$ cat src/rtl/i2c_bus_conditioner.sv
// i2c_bus_conditioner: front end between the raw I2C pads and the I2C slave.
// Synchronizes and deglitches SCL/SDA, flags START/STOP and bus-busy, and
// runs a stuck-SDA watchdog that pulses a recovery reset into the slave.
//   clk, rst_n          board clock, async active-low reset
//   scl_raw, sda_raw    asynchronous pad inputs
//   scl_filt, sda_filt  synchronized + deglitched lines
//   start_det/stop_det  one-cycle event pulses
//   bus_busy            high between START and STOP
//   stuck_sda/scl       timeout status
//   i2c_rst_n           registered active-low recovery reset to the slave
//   rec_count           saturating count of recovery events

// Per-line synchronizer + stability filter.
module i2c_line_filter #(
  parameter int SYNC_STAGES = 2,
  parameter int FILT_CYCLES = 4
) (
  input  logic clk,
  input  logic rst_n,
  input  logic raw,
  output logic filt
);
  localparam int CW = $clog2(FILT_CYCLES + 1);

  logic [SYNC_STAGES-1:0] sync;
  logic [CW-1:0]          cnt;

  always_ff @(posedge clk or negedge rst_n) begin
    if (!rst_n) begin
      sync <= '1;
      cnt  <= '0;
      filt <= 1'b1;
    end else begin
      sync <= {sync[SYNC_STAGES-2:0], raw};
      if (sync[SYNC_STAGES-1] == filt) begin
        cnt <= '0;
      end else if (cnt == CW'(FILT_CYCLES - 1)) begin
        // FILT_CYCLES consecutive mismatching cycles: accept the new level
        filt <= sync[SYNC_STAGES-1];
        cnt  <= '0;
      end else begin
        cnt <= cnt + 1'b1;
      end
    end
  end
endmodule

module i2c_bus_conditioner #(
  parameter int SYNC_STAGES      = 2,
  parameter int FILT_CYCLES      = 4,
  parameter int TIMEOUT_CYCLES   = 32000,
  parameter int RST_PULSE_CYCLES = 16
) (
  input  logic       clk,
  input  logic       rst_n,
  input  logic       scl_raw,
  input  logic       sda_raw,
  output logic       scl_filt,
  output logic       sda_filt,
  output logic       start_det,
  output logic       stop_det,
  output logic       bus_busy,
  output logic       stuck_sda,
  output logic       stuck_scl,
  output logic       i2c_rst_n,
  output logic [7:0] rec_count
);
  localparam int NUM_LANES = 2;  // lane 0 = SCL, lane 1 = SDA
  localparam int TW = $clog2(TIMEOUT_CYCLES + 1);
  localparam int PW = $clog2(RST_PULSE_CYCLES + 1);

  typedef enum logic [1:0] {IDLE, RECOVER, HOLDOFF} state_t;

  logic [NUM_LANES-1:0] raw_v, filt_v;
  logic                 scl_d, sda_d;
  logic [TW-1:0]        sda_low_cnt, scl_low_cnt;
  logic [PW-1:0]        pulse_cnt;
  state_t               state;
  logic                 rec_entry;

  assign raw_v    = {sda_raw, scl_raw};
  assign scl_filt = filt_v[0];
  assign sda_filt = filt_v[1];

  i2c_line_filter #(
    .SYNC_STAGES(SYNC_STAGES),
    .FILT_CYCLES(FILT_CYCLES)
  ) u_filt [NUM_LANES-1:0] (
    .clk  (clk),
    .rst_n(rst_n),
    .raw  (raw_v),
    .filt (filt_v)
  );

  assign rec_entry = (state == IDLE) && (sda_low_cnt == TW'(TIMEOUT_CYCLES));

  // Edge detect; SCL must be high on both sides, so a simultaneous SCL/SDA
  // change never qualifies.
  always_ff @(posedge clk or negedge rst_n) begin
    if (!rst_n) begin
      scl_d     <= 1'b1;
      sda_d     <= 1'b1;
      start_det <= 1'b0;
      stop_det  <= 1'b0;
      bus_busy  <= 1'b0;
    end else begin
      scl_d     <= scl_filt;
      sda_d     <= sda_filt;
      start_det <=  sda_d & ~sda_filt & scl_d & scl_filt;
      stop_det  <= ~sda_d &  sda_filt & scl_d & scl_filt;
      if (stop_det || rec_entry) bus_busy <= 1'b0;
      else if (start_det)        bus_busy <= 1'b1;
    end
  end

  // Saturating low-time counters
  always_ff @(posedge clk or negedge rst_n) begin
    if (!rst_n) begin
      sda_low_cnt <= '0;
      scl_low_cnt <= '0;
      stuck_scl   <= 1'b0;
    end else begin
      if (sda_filt)                                 sda_low_cnt <= '0;
      else if (sda_low_cnt != TW'(TIMEOUT_CYCLES)) sda_low_cnt <= sda_low_cnt + 1'b1;
      if (scl_filt)                                 scl_low_cnt <= '0;
      else if (scl_low_cnt != TW'(TIMEOUT_CYCLES)) scl_low_cnt <= scl_low_cnt + 1'b1;
      stuck_scl <= (scl_low_cnt == TW'(TIMEOUT_CYCLES));
    end
  end

  // Recovery FSM. HOLDOFF only exits once SDA is seen high, which also
  // clears sda_low_cnt, so a single stuck episode yields a single pulse.
  always_ff @(posedge clk or negedge rst_n) begin
    if (!rst_n) begin
      state     <= IDLE;
      stuck_sda <= 1'b0;
      i2c_rst_n <= 1'b1;
      pulse_cnt <= '0;
      rec_count <= '0;
    end else begin
      case (state)
        IDLE: begin
          if (rec_entry) begin
            state     <= RECOVER;
            stuck_sda <= 1'b1;
            i2c_rst_n <= 1'b0;
            pulse_cnt <= '0;
            if (rec_count != 8'hFF) rec_count <= rec_count + 1'b1;
          end
        end
        RECOVER: begin
          if (pulse_cnt == PW'(RST_PULSE_CYCLES - 1)) begin
            state     <= HOLDOFF;
            i2c_rst_n <= 1'b1;
          end else begin
            pulse_cnt <= pulse_cnt + 1'b1;
          end
        end
        HOLDOFF: begin
          if (sda_filt) begin
            state     <= IDLE;
            stuck_sda <= 1'b0;
          end
        end
        default: begin
          state     <= IDLE;
          stuck_sda <= 1'b0;
          i2c_rst_n <= 1'b1;
        end
      endcase
    end
  end
endmodule

$ cat config.mk
export PLATFORM = sky130hd
export DESIGN_NAME = i2c_bus_conditioner
export DESIGN_NICKNAME = d
export VERILOG_FILES = /design/src/rtl/i2c_bus_conditioner.sv
export SDC_FILE = /design/constraint.sdc
export NUM_CORES = 1
export LEC_CHECK = 0
export ABC_AREA = 1
export CORE_ASPECT_RATIO = 2
export CORE_UTILIZATION = 34
export CTS_BUF_LIST = sky130_fd_sc_hd__clkbuf_16
export DETAILED_ROUTE_END_ITERATION = 12
export PLACE_DENSITY = 0.59
export SETUP_SLACK_MARGIN = 0.05
export SLEW_MARGIN = 0
export SYNTH_ARGS = -nofsm -noshare
export SYNTH_HDL_FRONTEND = slang
export SYNTH_SLANG_ARGS = --single-unit
export TNS_END_PERCENT = 5
$ cat constraint.sdc
create_clock -name clk -period 2.07 [get_ports clk]
set_clock_uncertainty 0.15 [all_clocks]
set_input_delay 0.5175 -clock clk [delete_from_list [all_inputs] [get_ports clk]]
set_output_delay 0.5175 -clock clk [all_outputs]
set_load 0.005 [all_outputs]
==> results.md, run 1 <==
- Global-route wire length before repair: 12400 um
- Final Core Density: 42.2%
- Total Nets Final: 475
- Final worst-path cycle share: 97.7%
- R2r endpoint: rec_count[2]
- YS warnings: 0
- CP top delay family: flip-flops
- Total number of vias: 2818
- # diodes: 0
- Die W: 73.0 um
- H-tree levels: 3
- Ys async rst share: 100%
- Residual DRC: 0
- Commonest non-fill, non-tap cell in the layout: nand2_1
- Met1 Use GR: 15.9%
- Core area: 9760 sq um
- Fin Setup TNS: 0 ns
- Power Dens Cells: 952 nW/um^2
- DRT Pass-1 Iters: 4
- Die area: 10500 sq um
- Drt via density: 4.70
- Crit end category: output pin
- Die Ht: 144 um
- Max cap viols: 0
- Period minus WS final: 2.02 ns
- Final Hold Viols: 0
- Gr usage total: 15.3%
- Synth area leaders: dfrtp_1 41%, nand2_1 12%, dfstp_2 6.9%
- Outcome: finished clean
- Area leader, netlist: dfrtp_1
- Setup crit start kind: register
- GRT Residual Overflow: 0
- Highest Clock Rate: 495 MHz
- Initial Utilization: 35.1%
- Slew Limit Headroom: 76.0%
- Critical-path cell list: clkdlybuf4s50_1
- Finished layout cell area: 4120 sq um
- Clock root buffer: clkbuf_16
- M3 GR Usage: 3.55%
- R2r worst-path depth: 9
- Worst IR drop on VDD: 656 uV
- Post-synthesis average cell area: 7.96 sq um
- Share of cells above drive strength 1: 11.8%
- Leakage: 0.00200 uW
- Gpl congestion: 0.764
- Register area share after synthesis: 47.7%
- PortBufs: 19
- Per-cell routed wire length: 11.5 um
- Clock buffer count from CTS: 9
- Mapped Area: 3430 sq um
- Layout Area Growth over Synthesis: 20.1%
- DRT iter0 DRCs: 123
- IO Pins: 20
- Final slew viol count: 0
- Fill cells: 978
- # setup viols final: 0
- Unrepaired setup endpoints after global routing: yes
- Tot Pwr: 3930 uW
- Crit path DAT: 1.35 ns
- TritonCTS clock tree: done
- Worst path buffer plus inverter count: 1
- Setup WS pre-CTS: 0.335 ns
- Mapped Cells: 431
- Min-delay worst type: in -> async
- Unique masters post-synth: 35
- DRT Wirelength: 6860 um
- WS Path Type: reg -> out
- GRT busiest layer: met2
- Crit-path slowest cell: dfstp_2
- Placed wire-length estimate: 5060 um
- Flops & latches, synth: 65
- Met2 usage in global routing: 28.3%
- Worst setup margin: 0.0486 ns
- Post-synth top area share: 40.8%
- Clock sinks: 65
- Placed Area: 3790 sq um
- Leading register cell type out of synthesis: dfrtp_1
- Slowest stage delay, CP: 0.53 ns
- Clock Latency Late Sink: 0.34 ns
- Worst-Margin Slew: 0.357 ns
- Commonest non-fill, non-tap cells in the layout: 112 x nand2_1, 61 x nor2_1, 55 x dfrtp_1
- Clk slew on worst S/H paths: 0.06 ns
- Req. time, crit path: 1.40 ns
- CTS Hold Bufs: 0
- FF-to-FF setup slack: 0.37 ns
- Antenna violations before repair: 0
- CP Depth: 1
- Post-synth EDFFs: 0
- Worst r2r src: sda_low_cnt[0]
- Clk buf depth: 2
- FP Rows: 51
- CP max FO: 2
- Syn_nets: 444
- Vias in the first global route: 2846
- DRT antenna net count: 0
- Largest net degree at the start of global routing: 66
-- power breakdown --
| group | internal (uW) | switching (uW) | total (uW) |
|---|---|---|---|
| logic | 313 | 421 | 734 |
| registers | 1450 | 120 | 1570 |
| clock network | 1050 | 570 | 1620 |
| total | 2810 | 1110 | 3930 |
-- state kept, by name (all words and copies together) (netlist names), 2 cells and up --
register     flops
scl_low_cnt     15
sda_low_cnt     15
rec_count        8
u_filt.cnt       6
pulse_cnt        5
u_filt.sync      4
state            2
u_filt.filt      2
-- cell usage after synthesis, drive strengths merged (3+ instances only) --
| cell | n |
|---|---|
| a21oi | 12 |
| dfrtp | 56 |
| dfstp | 9 |
| ha | 9 |
| inv | 55 |
| nand2 | 120 |
| nand3 | 36 |
| nand4 | 17 |
| nor2 | 68 |
| nor3 | 15 |
| o21ai | 12 |
| xor2 | 3 |
-- metal layers --
| metal | part of all wire, % | vias up |
|---|---|---|
| met5 | 0 | - |
| met2 | 55 | 47 |
| met4 | 2.6 | 0 |
| met1 | 40 | 1323 |
| li1 | - | 1434 |
| met3 | 2.8 | 14 |
-- per-stage QoR --
stage	std cells	hold WS [ns]
after detailed placement	582	0.197
after global routing	599	0.0555
after global placement	582	0.197
after CTS	599	0.0498
final	599	0.0287
after floorplan	431	0.0719
-- logic make-up (layout without fill, tap and decap cells) --
group,after synthesis,after routing,synth area share (%)
AND/OR/NAND/NOR,264,264,36.4
AO/OA/AOI/OAI,28,28,4.34
adder cells (fa/ha/maj),9,9,3.28
flip-flops,65,65,47.7
XOR/XNOR,5,5,1.28
buffers and inverters,60,96,7.00
-- worst max path at each step --
| stage | from | endpoint | slack (ns) |
|---|---|---|---|
| after CTS | i2c_rst_n | i2c_rst_n | 0.03 |
| after global routing | i2c_rst_n | i2c_rst_n | 0.009 |
| final | i2c_rst_n | i2c_rst_n | 0.05 |
| after floorplan | pulse_cnt[0] | pulse_cnt[4] | 0.53 |
| after global placement | u_filt[0].filt | scl_filt | 0.34 |
| after detailed placement | u_filt[0].filt | scl_filt | 0.33 |
-- layout make-up --
cell class | count | area [sq um] | share of cell area, %
clock inverter | 7 | 95.1 | 2.31
clock buffer | 9 | 225 | 5.46
tap | 132 | 165 | 4.01
multi-input combinational | 306 | 1550 | 37.7
timing repair buffer | 24 | 234 | 5.68
inverter | 56 | 210 | 5.10
sequential | 65 | 1640 | 39.8
-- timing repair --
item	in CTS	in global routing
setup buffers	1	0
endpoints found under the setup margin	4	6
pin swaps	0	0
resized for setup	1	1
cloned	0	0
endpoints found under the hold margin	0	0
Power figures use the tool's default switching activity.
==> run 2, diff against run 1 <==
- ABC_CLOCK_PERIOD_IN_PS: not set -> 2070
- CORE_ASPECT_RATIO: 2 -> 0.8
==> run 2 against run 1 <==
Compared with the run above: count of clock-buffer cells in the layout did not move; highest routed layer unchanged; utilization barely moved; final cell count rose by 0.83%; maximum frequency rose by 0.20%; via count fell by 0.89%; power fell by 3.6%; die area fell by 0.21%; worst hold slack improved by 0.17 ns.
==> results.md, run 2 (synthesis results as in run 1) <==
- Outcome: finished clean
- DRT Wirelength: 6690 um
- Clock buffer count from CTS: 9
- Slew Limit Headroom: 70.6%
- Req. time, crit path: 1.40 ns
- Gpl congestion: 0.809
- Final slew viol count: 0
- Min-delay src: u_filt[1].sync[0]
- PortBufs: 19
- Critical-path cell list: clkdlybuf4s50_1
- GRT Residual Overflow: 0
- Crit path DAT: 1.35 ns
- Initial Utilization: 35.3%
- Worst setup margin: 0.0525 ns
- DRT iter0 DRCs: 139
- Unrepaired setup endpoints after global routing: yes
- Final worst-path cycle share: 97.5%
- Die Ht: 91.8 um
- FF-to-FF setup slack: 0.37 ns
- Layout Area Growth over Synthesis: 19.7%
- Drt via density: 4.62
- CP max FO: 2
- Placed wire-length estimate: 4680 um
- Finished layout cell area: 4110 sq um
- Clock root buffer: clkbuf_16
- Tot Pwr: 3780 uW
- Final Hold Viols: 0
- DRT antenna net count: 0
- Setup crit start kind: register
- Setup WS pre-CTS: 0.339 ns
- Crit-path slowest cell: dfstp_2
- Global-route wire length before repair: 12300 um
- Highest Clock Rate: 496 MHz
- Placed Area: 3800 sq um
- Leakage: 0.00201 uW
- Slowest stage delay, CP: 0.52 ns
- IO Pins: 20
- Power Dens Cells: 921 nW/um^2
- FP Rows: 32
- Min-delay worst type: reg -> reg
- Worst r2r src: sda_low_cnt[0]
- DRT Pass-1 Iters: 4
- Die area: 10500 sq um
- Crit end category: output pin
- # diodes: 0
- Commonest non-fill, non-tap cell in the layout: nand2_1
- Hold Path End: u_filt[1].sync[1]
- Clk slew on worst S/H paths: 0.05 ns
- Total number of vias: 2793
- Worst IR drop on VDD: 670 uV
- Min-Delay Path Depth: 0
- Largest net degree at the start of global routing: 54
- CP top delay family: flip-flops
- Worst path buffer plus inverter count: 1
- R2r worst-path depth: 9
- Fin Setup TNS: 0 ns
- TritonCTS clock tree: done
- Commonest non-fill, non-tap cells in the layout: 112 x nand2_1, 61 x nor2_1, 55 x inv_1, 55 x dfrtp_1, 33 x nand3_1
- Per-cell routed wire length: 11.1 um
- Clk buf depth: 2
- # setup viols final: 0
- Regs by FF count: scl_low_cnt x15, sda_low_cnt x15, rec_count x8
- H-tree levels: 3
- Antenna violations before repair: 0
- Clock Latency Late Sink: 0.34 ns
- Core area: 9730 sq um
- Period minus WS final: 2.02 ns
- Share of cells above drive strength 1: 11.3%
- Gr usage total: 15.2%
- Die W: 114 um
- Clock sinks: 65
- Max cap viols: 0
- Total Nets Final: 476
- Vias in the first global route: 2763
- R2r endpoint: rec_count[3]
- Fill cells: 952
- Worst-Margin Slew: 0.438 ns
- Residual DRC: 0
- WS Path Type: reg -> out
run 2: per-stage QoR:
stage / util (%) / hold slack [ns] / instances
floorplan: - / 0.0719 / 431
global placement: 39.0 / 0.197 / 586
detailed placement: 39.0 / 0.197 / 586
CTS: 42.2 / 0.205 / 604
global route: 42.2 / 0.205 / 604
finish: 42.2 / 0.203 / 604
run 2: layer usage:
layer | global-route usage [%] | part of all wire, % | up-vias
met5 | 0 | 0 | -
li1 | - | - | 1446
met2 | 23.6 | 44 | 55
met4 | 5.84 | 1.4 | 0
met3 | 5.35 | 5.2 | 9
met1 | 19.4 | 50 | 1283
run 2: worst max-delay path by stage:
stage	startpoint	endpoint	cells after the start
floorplan	pulse_cnt[0]	pulse_cnt[4]	8
global placement	u_filt[0].filt	scl_filt	1
detailed placement	u_filt[0].filt	scl_filt	1
CTS	u_filt[1].filt	sda_filt	1
global route	rec_count[6]	rec_count[6]	1
finish	u_filt[1].filt	sda_filt	1
run 2: area by class of cell:
| class | count | area (sq um) | share of cell area [%] |
|---|---|---|---|
| multi-input combinational | 306 | 1550 | 37.8 |
| clock inverter | 7 | 63.8 | 1.55 |
| clock buffer | 9 | 225 | 5.49 |
| inverter | 56 | 210 | 5.12 |
| tap | 136 | 170 | 4.15 |
| sequential | 65 | 1640 | 39.9 |
| timing repair buffer | 25 | 244 | 5.94 |
run 2: power by group:
part / internal, uW / leakage, uW / switching (uW) / total, uW
sequential: 1450 / 0.000862 / 119 / 1570
clock: 919 / 0.000148 / 544 / 1460
combinational: 316 / 0.000998 / 432 / 748
run 2: repair_timing:
action	4_1_cts	5_1_grt
hold endpoints to repair	11	0
endpoints found under the setup margin	4	6
hold buffers	1	0
gates resized for setup	1	1
pin swaps	0	0
buffers inserted	1	0
==> run 3, diff against run 2 <==
- ABC_AREA: 1 -> not set
- PLACE_DENSITY: 0.59 -> 0.6
==> run 3 against run 2 <==
Compared with the run above: synthesized area fell by 12%; clock power fell by 3%; global-route usage fell by 1.6 points; via count fell by 22%; worst hold slack barely moved; first-iteration DRC count fell by 63%; worst setup slack improved by 0.0086 ns; maximum frequency rose by 0.43%; synthesized cell count fell by 34%; utilization rose by 2.9 points; register-to-register slack got worse by 0.29 ns; largest power group unchanged.
==> results.md, run 3 <==
- Outcome: finished clean
- Layout Area Growth over Synthesis: 27.6%
- Clk buf depth: 2
- Syn_nets: 297
- Final worst-path cycle share: 97.0%
- Critical-path cell list: clkdlybuf4s50_1
- Core area: 8520 sq um
- Per-cell routed wire length: 12.7 um
- Global-route wire length before repair: 9710 um
- DRT Wirelength: 5720 um
- Highest Clock Rate: 498 MHz
- Synth area leaders: dfrtp_1 47%, dfstp_2 7.9%, xnor2_1 4.9%
- Ys async rst share: 100%
- Commonest non-fill, non-tap cells in the layout: 54 x dfrtp_1, 32 x nor2_1, 25 x buf_4
- Residual DRC: 0
- Slew Limit Headroom: 70.9%
- Hold slack: 0.203 ns
- Die Ht: 86.2 um
- Largest net degree at the start of global routing: 51
- Final slew viol count: 0
- Worst IR drop on VDD: 540 uV
- Leading register cell type out of synthesis: dfrtp_1
- Area leader, netlist: dfrtp_1
- Leakage: 0.00168 uW
- Antenna violations before repair: 0
- Post-synthesis average cell area: 10.6 sq um
- Most instantiated cells after synthesis: 56 x dfrtp_1, 33 x nor2_1, 20 x nand2_1
- Commonest non-fill, non-tap cell in the layout: dfrtp_1
- IO Pins: 20
- DRT Pass-1 Iters: 4
- Req. time, crit path: 1.40 ns
- Power Dens Cells: 967 nW/um^2
- Post-synth EDFFs: 0
- Vias in the first global route: 2078
- Gr usage total: 13.6%
- Placed wire-length estimate: 3790 um
- Worst-Margin Slew: 0.434 ns
- WS Path Type: reg -> out
- YS warnings: 0
- DRT antenna net count: 0
- Mapped Area: 3010 sq um
- Setup crit start kind: register
- Most common cell in the netlist: dfrtp_1
- Clock root buffer: clkbuf_16
- Slowest stage delay, CP: 0.53 ns
- Unrepaired setup endpoints after global routing: yes
- Mapped Cells: 284
- Drt via density: 4.86
- Period minus WS final: 2.01 ns
- Initial Utilization: 35.3%
- Crit-path slowest cell: dfstp_2
- Die area: 9240 sq um
- Final Core Density: 45.1%
- Total number of vias: 2185
- Finished layout cell area: 3840 sq um
- Worst path buffer plus inverter count: 1
- Final Hold Viols: 0
- Min-delay worst type: reg -> reg
- Clock sinks: 65
- Clk slew on worst S/H paths: 0.05 ns
- # setup viols final: 0
- GRT Residual Overflow: 0
- Flops & latches, synth: 65
- CP top delay family: flip-flops
- # diodes: 0
- DRT iter0 DRCs: 52
- Crit end category: output pin
- PortBufs: 19
- Post-synth top area share: 46.6%
- FP Rows: 30
- Die W: 107 um
- Placed Area: 3500 sq um
- Clock Latency Late Sink: 0.32 ns
- Unique masters post-synth: 43
- TritonCTS clock tree: done
- Crit path DAT: 1.34 ns
- Share of cells above drive strength 1: 19.5%
- Clock buffer count from CTS: 9
- Total Nets Final: 346
- Fin Setup TNS: 0 ns
- Regs by FF count: scl_low_cnt x15, sda_low_cnt x15, rec_count x8
- CP max FO: 2
- H-tree levels: 3
- Gpl congestion: 0.769
- Max cap viols: 0
- Register area share after synthesis: 54.4%
==> run 3: timing repair <==
item | 4_1_cts | 5_1_grt
pin swaps | 0 | 0
resized for setup | 1 | 9
buffers inserted | 0 | 1
endpoints found under the hold margin | 14 | 0
hold buffers | 1 | 0
endpoints found under the setup margin | 6 | 16
==> run 3: routing by layer <==
layer	GRT usage (%)	routed length, um	vias up
met5	0	0	-
met4	4.86	34	0
met3	4.10	174	4
met2	20.9	2670	30
met1	18.2	2840	1053
li1	-	-	1098
==> run 3: final timing paths <==
path                              startpoint                 to  slack [ns]  cells after the start
min in group asynchronous              rst_n    sda_low_cnt[13]        0.50                      2
max in group asynchronous              rst_n              scl_d        0.63                      3
setup / recovery                   i2c_rst_n          i2c_rst_n        0.06                      1
setup reg to reg              sda_low_cnt[1]       rec_count[6]        0.08                      7
hold / removal             u_filt[1].sync[0]  u_filt[1].sync[1]        0.20                      0
hold reg to reg            u_filt[1].sync[0]  u_filt[1].sync[1]        0.20                      0
==> run 3: logic make-up (layout without fill, tap and decap cells) <==
family	Yosys count	in the layout	share of synthesized area [%]
and+or+nand+nor	127	127	22.5
DFF	65	65	54.4
adders and majority gates	9	9	3.74
AOI/OAI and AO/OA	30	30	6.32
buffers and inverters	18	72	2.33
muxes	7	7	2.54
xor gates and xnor gates	28	28	8.15
==> run 3: through the flow <==
stage,setup slack (ns),total power (uW),instances
final,0.0612,3720,450
after global routing,-0.0513,3950,450
after CTS,0.0197,3760,449
after detailed placement,0.0129,2320,432
after global placement,0.0608,2300,432
after floorplan,0.0813,1980,284
==> run 3: final cells by class <==
cell class	count	area [sq um]
inverters	10	37.5
fillers	784	4680
multi-input cells	201	1340
repair buffers	46	405
well taps	112	140
flip-flops and latches	65	1640
clock buffers	9	225
clock inverters	7	53.8
==> run 3: power breakdown <==
group          internal [uW]  switching, uW
Sequential              1460           98.8
Clock                    907            501
Combinational            352            398
Total                   2720            998
